**config.mk**
```make
export PLATFORM = sky130hd
export DESIGN_NAME = jpeg_lift_step
export DESIGN_NICKNAME = d
export VERILOG_FILES = /design/src/rtl/jpeg_lift_step.sv
export SDC_FILE = /design/constraint.sdc
export NUM_CORES = 1
export LEC_CHECK = 0
export CORE_ASPECT_RATIO = 0.75
export CORE_MARGIN = 1
export CORE_UTILIZATION = 42
export DETAILED_ROUTE_END_ITERATION = 12
export GPL_TIMING_DRIVEN = 0
export PLACE_DENSITY = 0.64
export SYNTH_ARGS = -nofsm -noshare
export SYNTH_HDL_FRONTEND = slang
export SYNTH_SLANG_ARGS = --single-unit
```
**constraint.sdc**
```tcl
create_clock -name clk_fast -period 0.8 [get_ports clk_fast]
set_input_delay 0.08 -clock clk_fast [delete_from_list [all_inputs] [get_ports clk_fast]]
set_output_delay 0.08 -clock clk_fast [all_outputs]
set_load 0.1 [all_outputs]
```
**src/rtl/jpeg_lift_step.sv**
```systemverilog
// CDF 5/3 reversible lifting step: predict/update, forward/inverse.
// One registered result per clock, wrapping modulo 2^WIDTH.
module jpeg_lift_step #(
  parameter int WIDTH = 16
) (
  input  logic             clk_fast,
  input  logic             rst_n,
  input  logic [WIDTH-1:0] left_s,
  input  logic [WIDTH-1:0] right_s,
  input  logic [WIDTH-1:0] sam_s,
  output logic [WIDTH-1:0] res_s,
  input  logic             lo_hi_s,
  input  logic             fwd_inv_s
);

  localparam int EW = WIDTH + 2;

  logic signed [EW-1:0] l_x;
  logic signed [EW-1:0] r_x;
  logic signed [EW-1:0] s_x;
  logic signed [EW-1:0] sum;
  logic signed [EW-1:0] p_t;
  logic signed [EW-1:0] u_t;
  logic signed [EW-1:0] full;
  logic [WIDTH-1:0]     res_d;
  logic [WIDTH-1:0]     res_q;

  assign l_x = {{2{left_s[WIDTH-1]}}, left_s};
  assign r_x = {{2{right_s[WIDTH-1]}}, right_s};
  assign s_x = {{2{sam_s[WIDTH-1]}}, sam_s};

  // Two guard bits keep l+r+2 exact before the floor shifts.
  assign sum = l_x + r_x;
  assign p_t = sum >>> 1;
  assign u_t = (sum + EW'(2)) >>> 2;

  always_comb begin
    full = s_x;
    unique case (1'b1)
      ( fwd_inv_s && !lo_hi_s): full = s_x - p_t;
      ( fwd_inv_s &&  lo_hi_s): full = s_x + u_t;
      (!fwd_inv_s && !lo_hi_s): full = s_x + p_t;
      (!fwd_inv_s &&  lo_hi_s): full = s_x - u_t;
      default:                  full = s_x;
    endcase
    res_d = WIDTH'(full);
  end

  always_ff @(posedge clk_fast or negedge rst_n) begin
    if (!rst_n) begin
      res_q <= '0;
    end else begin
      res_q <= res_d;
    end
  end

  assign res_s = res_q;

endmodule

```
# After elaboration in Yosys (flattened, before gate mapping)
# Index checks and enable logic that the tools add are counted.
[totals]
in_bits = 52
out_inout_bits = 16
reg_bits = 16
[op_classes]
add_sub_neg = 6
n_reduce_logical = 6
muxes = 1
[op_table]
columns = ["op", "n"]
rows = [
  ["$pmux 16 s4", 1],
  ["$add 16x16->16", 2],
  ["$sub 16x16->16", 2],
  ["$add 17x3->18 const B", 1],
  ["$add 16x16->17", 1],
  ["$logic_and 1x1->1", 4],
  ["$logic_not 1->1", 2],
]

# Longest topological paths before layout
[logic_depth]
word_depth = 4
depth_mapped = 27
ltp_nobuf = 27

# Worst setup path before layout
# No wires, ideal clock.
[synth_path]
path_type = "input -> register"
startpoint = "in left_s[1]"
endpoint = "reg res_q[15], in the netlist res_s[15]"
t_required_ns = 0.675
arrival_ns = 5.176
path_stages = 20
setup_ns = 0.125
n_path_buf = 0
setup_slack_ns = -4.501
path_cell_list = "ha_1 -> a311o_1 -> a311o_1 -> nor3_4 -> nand4_2 -> or4_1 -> a21o_1 -> or3_1 -> xnor2_1 -> o221ai_1 -> o21ai_0 -> ha_1 -> or2_2 -> a21oi_1 -> a31oi_1 -> a31o_2 -> a31o_2 -> or2_2 -> a2111o_1 -> nor3b_2"
[synth_via]
elab_chain_len = 4
word_cells_on_any_way = 7
cone_classes = "add/sub (6); mux (1)"
[synth_lines]
columns = ["item", "line_no", "source"]
rows = [
  ["start, declared", "8", "input logic [WIDTH-1:0] left_s,"],
  ["$add 16x16->17 *", "33", "assign sum = l_x + r_x;"],
  ["$add 17x3->18", "35", "assign u_t = (sum + EW'(2)) >>> 2;"],
  ["$sub 16x16->16 or $add 16x16->16 (tied branches)", "43, 41", ""],
  ["$pmux 16 s4 *", "39", "unique case (1'b1)"],
  ["named net full[15]", "24", "logic signed [EW-1:0] full;"],
  ["end signal, assigned", "53", "res_q <= res_d;"],
  ["end, declared", "26", "logic [WIDTH-1:0] res_q;"],
]
# Mark *: on every way through the listed nets, which the timed path passes. The rest lies on a longest branch.

# Final worst setup path
# Ends and elaborated chain as after synthesis.

==> results.py <==
metrics = {
    "run_status": {
        "outcome": "finished, violations left",
        "violations": "setup timing",
    },
    "global_route": {
        "grt_overflow": 0,
        "grt_util_all_layers_pct": 26.30,
        "antenna_found_initial": 0,
        "grt_max_degree": 17,
        "grt_pass1_vias": 4082,
        "grt_pass1_wl_microns": 19020,
    },
    "sta": {
        "period_needed_ns": 4.906,
        "hold_viol": 0,
        "setup-tns-final_ns": -46.36,
        "fmax_ghz": 0.2039,
        "slew_violations": 0,
        "rsz0062_at_grt": "true",
        "worstMarginPinSlew_ns": 0.7745,
        "setup_violations": 32,
        "slew_headroom_pct": 48.37,
        "setup_ws_ns": -4.106,
        "layout_worst_path_cycle_share_pct": 613.2,
    },
    "place": {
        "place.gp.congestion": 0.8987,
        "dpl_worst_slack_ns": -5.133,
        "placed_cell_area_sq_um": 4558,
        "portBuffers": 67,
        "place_inst": 655,
        "post-dp-hpwl_microns": 7944,
    },
    "setup_path": {
        "crit_fanout": 5,
        "criticalPathCategory": "primary input to flip-flop",
        "timing.critical_path.mode_cell": "or2_4",
        "endpoint": "res_s[15]$_DFF_PN0_",
        "path_cells": "buf_12 > inv_8 > fa_2 > and2b_2 > o22a_4 > xor2_4 > nand4_4 > or4_4 > a21o_1 > or3_4 > xnor2_2 > o221ai_1 > o21ai_1 > ha_1 > or2_4 > a21oi_2 > a31oi_2 > a31o_2 > a31o_4 > or2_4 > a2111o_1 > nor3b_2",
        "worstSetupStartpointType": "primary input",
        "critPathMaxStageDelay_ns": 0.52,
        "crit_buf_inv": 2,
        "cp-startpoint": "left_s[1]",
        "worstSetupEndpointType": "flip-flop",
        "slowest_stage": "or4_4",
        "critical_path.top_delay_family": "simple AND/OR/NAND/NOR gates",
        "crit_arrival_ns": 5.04,
        "crit_cells": 22,
        "required_ns": 0.93,
    },
    "synth": {
        "synthAdderAreaFrac_pct": 13.93,
        "synth.area.mux_share_pct": 1.179,
        "synth.net_count": 574,
        "synth_area_sq_um": 3610,
        "synth-edff-count": 0,
        "synth_cell_types": 76,
        "avgSynthCellArea_sq_um": 7.474,
        "synthSimpleGateAreaFrac_pct": 26.83,
        "ys_warn_count": 0,
        "synthArstFlopShare_pct": 100.0,
        "synth_seq_area_share_pct": 11.09,
        "synth_top_family_by_area": "compound AO/OA/AOI/OAI gates",
        "synth_seq_cells": 16,
        "synthCells": 483,
        "synth-xor-area-share_pct": 12.62,
        "synth_compound_gate_area_share_pct": 29.05,
        "synthFlopType": "dfrtp_1",
    },
    "cts": {
        "cts_buffer_depth": 2,
        "cts_root_buf": "clkbuf_16",
        "numClockSinks": 16,
        "h-tree-depth": 1,
        "clk_pin_slew_ns": 0.06,
        "cts_tree": "built",
        "numCtsBuffers": 3,
    },
    "power_and_ir_drop": {
        "power.leakage_nw": 2.490,
        "irDropWorstVdd_mv": 3.477,
        "powerDensity_nw_per_um2": 2292,
    },
    "detailed_routing": {
        "wl_per_cell_microns": 16.90,
        "dr.pass1.iters": 5,
        "drt_wl_total_microns": 12460,
        "drc": 0,
        "drt_iter0_drc": 265,
        "via_count": 4342,
        "ant_nets": 0,
        "vias_per_cell": 5.891,
    },
    "worst_hold_path": {
        "hold_path_class": "primary input to asynchronous set/reset pin",
    },
    "run": {
        "drv_cap": 0,
    },
    "cells_and_area": {
        "fin_util_pct": 75.77,
        "layout_commonest_cell": "buf_4",
        "nets": 724,
        "drive_above_1_share_pct": 43.51,
        "fin_area_sq_um": 6132,
        "layout.cells.non_filler": 737,
        "seq_area_sq_um": 419.2,
        "fillers": 588,
        "multi_input_area_sq_um": 3845,
        "area_growth_pct": 69.88,
        "largest_reg_flops": 16,
        "final_cell_mix": "77 x buf_4, 40 x nand2_1, 34 x clkdlybuf4s50_1",
        "antenna_cells": 0,
    },
    "die": {
        "fp.coreArea_sq_um": 8093,
        "num_rows": 28,
        "die_area_sq_um": 8973,
        "die_w_microns": 109.1,
        "ios": 68,
        "start_util_pct": 44.60,
        "dieHeight_microns": 82.29,
    },
}
-- cells by family after synthesis --
| logic type | count (synthesis) |
|---|---|
| AND/OR/NAND/NOR | 179 |
| AO/OA/AOI/OAI | 144 |
| XOR/XNOR | 52 |
| buffers and inverters | 49 |
| adder cells (fa/ha/maj) | 39 |
| flip-flops | 16 |
| multiplexers | 4 |
-- metrics by stage --
step           power, mW  hold slack, ns
5_1_grt            14.76         0.08080
6_report           14.05         0.02019
4_1_cts            12.69         0.03435
3_3_place_gp       9.537          0.5366
2_1_floorplan      7.989         -0.2156
3_5_place_dp       9.640          0.5532
-- Yosys cell counts (all sizes together) (4+ instances only) --
master | count | area [sq um]
nand2 | 41 | 153.9
xnor2 | 39 | 341.6
ha | 37 | 462.9
a21oi | 28 | 140.1
inv | 27 | 101.4
nor2 | 26 | 97.59
o21ai | 26 | 133.9
nor3 | 20 | 111.4
a21o | 16 | 120.1
dfrtp | 16 | 400.4
nand3 | 16 | 80.08
clkbuf | 15 | 56.30
xor2 | 13 | 113.9
or3 | 11 | 73.82
nand4 | 10 | 68.81
and2 | 8 | 50.05
or2 | 8 | 50.06
buf | 7 | 33.78
nor4 | 7 | 43.79
a221oi | 6 | 58.80
and3 | 6 | 37.54
a211oi | 5 | 37.54
nor3b | 5 | 42.54
o21a | 5 | 37.54
nand2b | 4 | 25.02
nand3b | 4 | 30.03
nor2b | 4 | 25.02
o211ai | 4 | 30.03
o311ai | 4 | 42.55
-- how the worst min path moves through the flow --
stage | start | end | slack (ns)
2_1_floorplan | rst_n | res_s[0]$_DFF_PN0_ | -0.22
3_3_place_gp | rst_n | res_s[0]$_DFF_PN0_ | 0.54
3_5_place_dp | rst_n | res_s[3]$_DFF_PN0_ | 0.55
4_1_cts | rst_n | res_s[9]$_DFF_PN0_ | 0.03
5_1_grt | rst_n | res_s[9]$_DFF_PN0_ | 0.08
6_report | rst_n | res_s[9]$_DFF_PN0_ | 0.02
-- metal layers --
| layer | vias to the layer above | global-route usage (%) | wire, microns |
|---|---|---|---|
| li1 | 2112 | - | - |
| met1 | 2064 | 35.86 | 5666 |
| met2 | 144 | 45.66 | 6008 |
| met3 | 22 | 3.140 | 617 |
| met4 | 0 | 3.243 | 166 |
| met5 | - | 0 | 0 |
-- power by group --
part | switching, mW | internal [mW] | total [mW]
combinational | 6.75 | 4.71 | 11.5
sequential | 0.229 | 1.27 | 1.50
clock | 0.334 | 0.760 | 1.09
total | 7.31 | 6.74 | 14.1
-- what timing repair did --
item                       CTS  global route
setup buffers               53            29
pin swaps                   45            50
resized for setup          276            71
setup endpoints to repair   48            32
gates cloned                 1             0
hold buffers                 0             0
-- cell type report --
class,count,share of cell area [%]
Inverter,27,1.857
Timing Repair Buffer,149,22.32
Buffer,18,2.693
Multi-Input combinational cell,418,62.70
Clock buffer,4,1.449
Sequential cell,16,6.835
Tap cell,105,2.142
Note: power is estimated with default switching activity, not from simulation.
